`config.mk`:
```
export PLATFORM = sky130hd
export DESIGN_NAME = rv_decode_idex_stage
export DESIGN_NICKNAME = d
export VERILOG_FILES = /design/src/rtl/rv_decode_idex_stage.sv
export SDC_FILE = /design/constraint.sdc
export NUM_CORES = 1
export LEC_CHECK = 0
export ABC_AREA = 1
export ABC_CLOCK_PERIOD_IN_PS = 5200
export CAP_MARGIN = 15
export CORE_MARGIN = 5
export CORE_UTILIZATION = 39
export DETAILED_ROUTE_END_ITERATION = 8
export MAX_ROUTING_LAYER = met4
export PLACE_DENSITY = 0.84
export SYNTH_ARGS = -nofsm -noshare
export SYNTH_HDL_FRONTEND = slang
export SYNTH_SLANG_ARGS = --single-unit
export TNS_END_PERCENT = 20
```
`constraint.sdc`:
```
create_clock -name clk -period 5.2 [get_ports clk]
set_clock_uncertainty 0.2 [all_clocks]
set_input_delay 1.04 -clock clk [delete_from_list [all_inputs] [get_ports clk]]
set_output_delay 1.04 -clock clk [all_outputs]
set_load 0.01 [all_outputs]
```
`src/rtl/rv_decode_idex_stage.sv`:
```
// ============================================================================
// Module  : rv_decode_idex_stage
// Brief   : RV32I decode stage with writeback bypass, load-use hazard
//           detection and the ID/EX pipeline register.
// Revision: 1.0 - initial release
// ============================================================================
`default_nettype none

module rv_decode_idex_stage #(
    parameter bit WB_BYPASS      = 1'b1,
    parameter bit LOAD_USE_CHECK = 1'b1
) (
    input  logic        clk,
    input  logic        areset,
    input  logic        if_valid,
    input  logic [31:0] if_instr,
    input  logic [31:0] if_pc,
    output logic        id_ready,
    input  logic        flush,
    input  logic        ex_ready,
    output logic [4:0]  rf_a1,
    output logic [4:0]  rf_a2,
    input  logic [31:0] rf_rd1,
    input  logic [31:0] rf_rd2,
    input  logic        wb_we,
    input  logic [4:0]  wb_rd,
    input  logic [31:0] wb_wd,
    output logic        ex_valid,
    output logic [31:0] ex_pc,
    output logic [31:0] ex_rs1_val,
    output logic [31:0] ex_rs2_val,
    output logic [31:0] ex_imm,
    output logic [4:0]  ex_rs1,
    output logic [4:0]  ex_rs2,
    output logic [4:0]  ex_rd,
    output logic [2:0]  ex_funct3,
    output logic [3:0]  ex_alu_op,
    output logic        ex_alu_src,
    output logic        ex_reg_write,
    output logic        ex_mem_read,
    output logic        ex_mem_write,
    output logic        ex_branch,
    output logic        ex_jump,
    output logic        ex_pc_rel,
    output logic        ex_illegal
);

    localparam logic [6:0] c_OPC_LUI    = 7'b0110111;
    localparam logic [6:0] c_OPC_AUIPC  = 7'b0010111;
    localparam logic [6:0] c_OPC_JAL    = 7'b1101111;
    localparam logic [6:0] c_OPC_JALR   = 7'b1100111;
    localparam logic [6:0] c_OPC_BRANCH = 7'b1100011;
    localparam logic [6:0] c_OPC_LOAD   = 7'b0000011;
    localparam logic [6:0] c_OPC_STORE  = 7'b0100011;
    localparam logic [6:0] c_OPC_OPIMM  = 7'b0010011;
    localparam logic [6:0] c_OPC_OP     = 7'b0110011;

    localparam logic [3:0] c_ALU_ADD    = 4'b0000;
    localparam logic [3:0] c_ALU_SUB    = 4'b1000;

    // Instruction fields
    logic [6:0]  w_opcode;
    logic [2:0]  w_funct3;
    logic        w_funct7_5;
    logic [4:0]  w_rs1_fld;
    logic [4:0]  w_rs2_fld;
    logic [4:0]  w_rd_fld;

    assign w_opcode   = if_instr[6:0];
    assign w_rd_fld   = if_instr[11:7];
    assign w_funct3   = if_instr[14:12];
    assign w_rs1_fld  = if_instr[19:15];
    assign w_rs2_fld  = if_instr[24:20];
    assign w_funct7_5 = if_instr[30];

    logic [31:0] w_imm_i;
    logic [31:0] w_imm_s;
    logic [31:0] w_imm_b;
    logic [31:0] w_imm_u;
    logic [31:0] w_imm_j;

    assign w_imm_i = {{20{if_instr[31]}}, if_instr[31:20]};
    assign w_imm_s = {{20{if_instr[31]}}, if_instr[31:25], if_instr[11:7]};
    assign w_imm_b = {{19{if_instr[31]}}, if_instr[31], if_instr[7],
                      if_instr[30:25], if_instr[11:8], 1'b0};
    assign w_imm_u = {if_instr[31:12], 12'h000};
    assign w_imm_j = {{11{if_instr[31]}}, if_instr[31], if_instr[19:12],
                      if_instr[20], if_instr[30:21], 1'b0};

    // Decoded control
    logic [31:0] w_imm;
    logic [3:0]  w_alu_op;
    logic        w_alu_src;
    logic        w_reg_write;
    logic        w_mem_read;
    logic        w_mem_write;
    logic        w_branch;
    logic        w_jump;
    logic        w_pc_rel;
    logic        w_illegal;
    logic        w_use_rs1;
    logic        w_use_rs2;

    always_comb begin
        w_imm       = 32'h0;
        w_alu_op    = c_ALU_ADD;
        w_alu_src   = 1'b0;
        w_reg_write = 1'b0;
        w_mem_read  = 1'b0;
        w_mem_write = 1'b0;
        w_branch    = 1'b0;
        w_jump      = 1'b0;
        w_pc_rel    = 1'b0;
        w_illegal   = 1'b0;
        w_use_rs1   = 1'b1;
        w_use_rs2   = 1'b0;
        case (w_opcode)
            c_OPC_LUI: begin
                w_imm       = w_imm_u;
                w_alu_src   = 1'b1;
                w_reg_write = 1'b1;
                w_use_rs1   = 1'b0;
            end
            c_OPC_AUIPC: begin
                w_imm       = w_imm_u;
                w_alu_src   = 1'b1;
                w_reg_write = 1'b1;
                w_pc_rel    = 1'b1;
            end
            c_OPC_JAL: begin
                w_imm       = w_imm_j;
                w_alu_src   = 1'b1;
                w_reg_write = 1'b1;
                w_jump      = 1'b1;
                w_pc_rel    = 1'b1;
                w_use_rs1   = 1'b0;
            end
            c_OPC_JALR: begin
                w_imm       = w_imm_i;
                w_alu_src   = 1'b1;
                w_reg_write = 1'b1;
                w_jump      = 1'b1;
            end
            c_OPC_BRANCH: begin
                w_imm       = w_imm_b;
                w_alu_op    = c_ALU_SUB;
                w_branch    = 1'b1;
                w_use_rs2   = 1'b1;
            end
            c_OPC_LOAD: begin
                w_imm       = w_imm_i;
                w_alu_src   = 1'b1;
                w_reg_write = 1'b1;
                w_mem_read  = 1'b1;
            end
            c_OPC_STORE: begin
                w_imm       = w_imm_s;
                w_alu_src   = 1'b1;
                w_mem_write = 1'b1;
                w_use_rs2   = 1'b1;
            end
            c_OPC_OPIMM: begin
                // Only the shift-right pair uses bit 30 to pick SRAI over SRLI
                w_imm       = w_imm_i;
                w_alu_op    = {(w_funct3 == 3'b101) ? w_funct7_5 : 1'b0, w_funct3};
                w_alu_src   = 1'b1;
                w_reg_write = 1'b1;
            end
            c_OPC_OP: begin
                w_alu_op    = {w_funct7_5, w_funct3};
                w_reg_write = 1'b1;
                w_use_rs2   = 1'b1;
            end
            default: begin
                w_illegal   = 1'b1;
                w_use_rs1   = 1'b0;
            end
        endcase
    end

    logic [4:0] w_rf_a1;
    logic [4:0] w_rf_a2;
    logic [4:0] w_rd;

    assign w_rf_a1 = w_use_rs1   ? w_rs1_fld : 5'd0;
    assign w_rf_a2 = w_use_rs2   ? w_rs2_fld : 5'd0;
    assign w_rd    = w_reg_write ? w_rd_fld  : 5'd0;
    assign rf_a1   = w_rf_a1;
    assign rf_a2   = w_rf_a2;

    // Operand read with optional same-cycle writeback forwarding
    logic w_byp1;
    logic w_byp2;

    generate
        if (WB_BYPASS) begin : g_wb_bypass
            assign w_byp1 = wb_we && (wb_rd != 5'd0) && (wb_rd == w_rf_a1);
            assign w_byp2 = wb_we && (wb_rd != 5'd0) && (wb_rd == w_rf_a2);
        end else begin : g_no_wb_bypass
            assign w_byp1 = 1'b0;
            assign w_byp2 = 1'b0;
        end
    endgenerate

    logic [31:0] w_rs1_val;
    logic [31:0] w_rs2_val;

    assign w_rs1_val = (w_rf_a1 == 5'd0) ? 32'h0 : (w_byp1 ? wb_wd : rf_rd1);
    assign w_rs2_val = (w_rf_a2 == 5'd0) ? 32'h0 : (w_byp2 ? wb_wd : rf_rd2);

    // Pipeline register state
    logic        r_valid;
    logic [31:0] r_pc;
    logic [31:0] r_rs1_val;
    logic [31:0] r_rs2_val;
    logic [31:0] r_imm;
    logic [4:0]  r_rs1;
    logic [4:0]  r_rs2;
    logic [4:0]  r_rd;
    logic [2:0]  r_funct3;
    logic [3:0]  r_alu_op;
    logic        r_alu_src;
    logic        r_reg_write;
    logic        r_mem_read;
    logic        r_mem_write;
    logic        r_branch;
    logic        r_jump;
    logic        r_pc_rel;
    logic        r_illegal;

    // Load in EX whose result is needed by the instruction in decode
    logic w_hazard;

    generate
        if (LOAD_USE_CHECK) begin : g_load_use
            assign w_hazard = r_valid && r_mem_read && (r_rd != 5'd0) &&
                              ((r_rd == w_rf_a1) || (r_rd == w_rf_a2));
        end else begin : g_no_load_use
            assign w_hazard = 1'b0;
        end
    endgenerate

    assign id_ready = ex_ready & ~w_hazard;

    always_ff @(posedge clk or posedge areset) begin
        if (areset) begin
            r_valid     <= 1'b0;
            r_pc        <= 32'h0;
            r_rs1_val   <= 32'h0;
            r_rs2_val   <= 32'h0;
            r_imm       <= 32'h0;
            r_rs1       <= 5'd0;
            r_rs2       <= 5'd0;
            r_rd        <= 5'd0;
            r_funct3    <= 3'd0;
            r_alu_op    <= 4'd0;
            r_alu_src   <= 1'b0;
            r_reg_write <= 1'b0;
            r_mem_read  <= 1'b0;
            r_mem_write <= 1'b0;
            r_branch    <= 1'b0;
            r_jump      <= 1'b0;
            r_pc_rel    <= 1'b0;
            r_illegal   <= 1'b0;
        end else if (flush) begin
            r_valid     <= 1'b0;
        end else if (!ex_ready) begin
            r_valid     <= r_valid;
        end else if (w_hazard) begin
            r_valid     <= 1'b0;
        end else begin
            r_valid     <= if_valid;
            r_pc        <= if_pc;
            r_rs1_val   <= w_rs1_val;
            r_rs2_val   <= w_rs2_val;
            r_imm       <= w_imm;
            r_rs1       <= w_rf_a1;
            r_rs2       <= w_rf_a2;
            r_rd        <= w_rd;
            r_funct3    <= w_funct3;
            r_alu_op    <= w_alu_op;
            r_alu_src   <= w_alu_src;
            r_reg_write <= w_reg_write;
            r_mem_read  <= w_mem_read;
            r_mem_write <= w_mem_write;
            r_branch    <= w_branch;
            r_jump      <= w_jump;
            r_pc_rel    <= w_pc_rel;
            r_illegal   <= w_illegal;
        end
    end

    assign ex_valid     = r_valid;
    assign ex_pc        = r_pc;
    assign ex_rs1_val   = r_rs1_val;
    assign ex_rs2_val   = r_rs2_val;
    assign ex_imm       = r_imm;
    assign ex_rs1       = r_rs1;
    assign ex_rs2       = r_rs2;
    assign ex_rd        = r_rd;
    assign ex_funct3    = r_funct3;
    assign ex_alu_op    = r_alu_op;
    assign ex_alu_src   = r_alu_src;
    assign ex_reg_write = r_reg_write;
    assign ex_mem_read  = r_mem_read;
    assign ex_mem_write = r_mem_write;
    assign ex_branch    = r_branch;
    assign ex_jump      = r_jump;
    assign ex_pc_rel    = r_pc_rel;
    assign ex_illegal   = r_illegal;

endmodule

`default_nettype wire

```
==> key figures <==
Timing
  – Final hold slack: 271 ps
  – FMAX: 203 MHz
  – Hold Fails Final Rpt: 0
  – Minimum clock period: a little under 5000 ps
  – Setup violations, final: 0
  – Worst-margin pin slew: approximately 670 ps
  – Max Slew Vio Count: 0
  – RSZ-0062 raised after global routing: no
  – Setup TNS: 0 ps
  – Period utilization: 0.949
  – Rel. slew slack: 0.552

Flow run
  – Max cap viols: 0

Final layout
  – Nets: approximately 1,700
  – Commonest non-fill, non-tap cells in the layout: 569 x nand2_1, 340 x clkdlybuf4s50_1, 161 x nor2_1, 159 x dfrtp_1, 117 x inv_1
  – Most common cell after layout, fill and taps aside: nand2_1
  – Area Overhead vs Synth: 49.5%
  – Layout cell share with drive strength beyond 1: 0.0420
  – Final Non-Filler Cells: around 1,900

CTS
  – Clk buf depth: 2
  – Clock latency on the worst-skew pair: between 400 and 500 ps
  – CTS hold repair buffers: 0
  – Post_cts resized: 0
  – TritonCTS Sinks: 159
  – CTS H-tree lvls: 4
  – CTS root buf: clkbuf_16
  – Post-CTS Setup Bufs: 0
  – CTS tree: done
  – TritonCTS Buffers: 17
  – Clock slew at reported path FFs: around 70 ps

Critical path
  – Worst reg2reg path endpoint: ex_rs2_val[8]
  – RR Startpoint: ex_rd[2]
  – CP endpoint kind: output pin
  – Reg-to-reg setup timing slack: about 2500 ps
  – WS Path Type: input port to output pin
  – CP required: 3960 ps
  – R2R depth: 9
  – CP Data Arrival Time: 3700 ps
  – Crit-path max FO: 14
  – Crit start category: input port

Global route
  – Met1 Usage GRT: 0.283
  – Vias in the first global route: 8,758
  – Met2 Use GR: 0.382
  – Met3 Track Usage GR: 0.0767
  – Initial antenna violation count: 2
  – Busiest grt layer: met2
  – First-pass GRT wire length: roughly 46,000 µm
  – Largest net degree at the start of global routing: 65
  – GRT Util Overall: 0.239
  – Total gr overflow: 0

Floorplan
  – Die area: between 0.02 and 0.025 mm²
  – Die height: about 160 µm
  – Die span in x: 158 µm
  – # IOs: approximately 340
  – Initial Util: 0.392
  – FP Rows: 54
  – Core region area: approximately 0.022 mm²

Status
  – Outcome: completed

Min path
  – Worst Hold Class: flop to flop
  – Min-delay src: ex_pc[15]
  – Hold path depth: 2
  – Hold endpoint: ex_pc[15]

Routing
  – Residual DRC count: 0
  – Vias post-DR: around 9,000
  – First-pass iteration count of the detailed router: 6
  – Routed WL: roughly 30,000 µm
  – 1st-iter DRT viols: 639
  – Avg WL per Cell: 15.9 µm
  – Via density: around 4.9
  – Antenna Violating Nets Remaining: 0

Synthesis
  – Cell Area, Synth: ~0.0085 mm²
  – Synthesized instance count: ~1,200
  – Syn_nets: between 1,000 and 1,500
  – Library cells used by synthesis: 31
  – Synth Register Bits: ~160
  – Yosys warns: 0
  – Post-synthesis sequential area ratio: 0.469
  – Syn avg cell area: approximately 7 µm²

Pwr
  – PwrDens: approximately 250 mW/mm²
  – Leak Pwr: 6.84 nW
  – Total power: approximately 3.2 mW
  – Peak VDD IR: 0.000179 V

Place
  – GP Congestion: 0.892
  – Total placed cells including tap cells: 1,817
  – Final HPWL DP: between 20,000 and 25,000 µm
  – Count of input and output buffers: 340
-- per-stage QoR --
stage          cell area [µm²]  setup slack (ps)   util
2_1_floorplan             8490              1690      -
3_3_place_gp             12100               351  0.559
3_5_place_dp             12100               322  0.559
4_1_cts                  12700               308  0.586
5_1_grt                  12700              47.3  0.587
6_report                 12700               264  0.587
-- cell families (layout without fill, tap and decap cells) --
family / Yosys count / count (layout) / share of synthesized area
AO/OA/AOI/OAI: 35 / 35 / 0.0237
XOR/XNOR: 4 / 4 / 0.00413
buffers and inverters: 187 / 511 / 0.0982
flip-flops: 159 / 159 / 0.469
other: 0 / 2 / 0
AND/OR/NAND/NOR: 861 / 861 / 0.405
-- synth_stat cells --
cell type,n,share of area
nand2_1,569,0.25
nor2_1,162,0.072
dfrtp_1,159,0.47
inv_1,118,0.052
nand3_1,108,0.064
clkbuf_1,27,0.012
buf_2,18,0.011
o21ai_0,18,0.011
buf_6,13,0.017
o22ai_1,8,0.0059
nand2_2,6,0.0044
nand4_1,5,0.0037
buf_1,4,0.0018
xor2_1,4,0.0041
a21oi_1,3,0.0018
buf_4,3,0.0027
inv_2,3,0.0013
nand3b_1,3,0.0027
nor3_1,3,0.0018
a21boi_0,1,0.00089
a21oi_2,1,0.0010
clkinv_1,1,0.00044
nand2_4,1,0.0013
nand3_2,1,0.0012
nand4_2,1,0.0015
nor2_2,1,0.00074
nor4_1,1,0.00074
o21ai_1,1,0.00059
o21bai_1,1,0.00089
o221ai_1,1,0.0010
o311ai_0,1,0.0010
-- critical path: stages --
cell	delay [ps]
clkdlybuf4s50_1	620
nand2_2	130
nor2_2	180
nand2_1	140
nand4_2	270
nand2_1	170
inv_2	80
nand2_1	40
nand2_1	50
inv_1	40
nand3_1	80
nand2_2	120
a21oi_1	150
clkdlybuf4s50_1	590
-- registers in the layout (all words and copies together), names as in the netlist, 3 cells and up --
name and flops:
ex_alu_op 4, ex_funct3 3, ex_imm 32, ex_pc 32, ex_rd 5, ex_rs1 5, ex_rs1_val 32, ex_rs2 5
ex_rs2_val 32
-- cell type report --
class / instances / area, µm²
timing repair buffer: 357 / 3610
clock inverter: 14 / 151
sequential: 159 / 3980
inverter: 122 / 462
tap: 280 / 350
fill: 1983 / 8940
antenna: 2 / 5.00
multi-input combinational: 900 / 3700
clock buffer: 18 / 429
-- report_power, final --
part	internal [mW]	total (mW)	switching [mW]
clock network	0.680	1.25	0.575
registers	1.31	1.35	0.0416
logic	0.307	0.584	0.277
-- metal layers --
metal	part of all wire	routed length [µm]	up-vias
met5	0	0	-
met2	0.47	13800	437
met3	0.11	3190	67
li1	-	-	4384
met4	0.032	947	0
met1	0.39	11600	4149
-- worst max path at each step --
| stage | startpoint | endpoint | depth (start not counted) |
|---|---|---|---|
| after floorplan | if_instr[1] | id_ready | 14 |
| after global placement | if_instr[3] | id_ready | 14 |
| after detailed placement | if_instr[3] | id_ready | 14 |
| after CTS | if_instr[5] | id_ready | 14 |
| after global routing | if_instr[3] | id_ready | 14 |
| final | if_instr[5] | id_ready | 14 |
No activity file was read; power rests on OpenSTA's default activity.
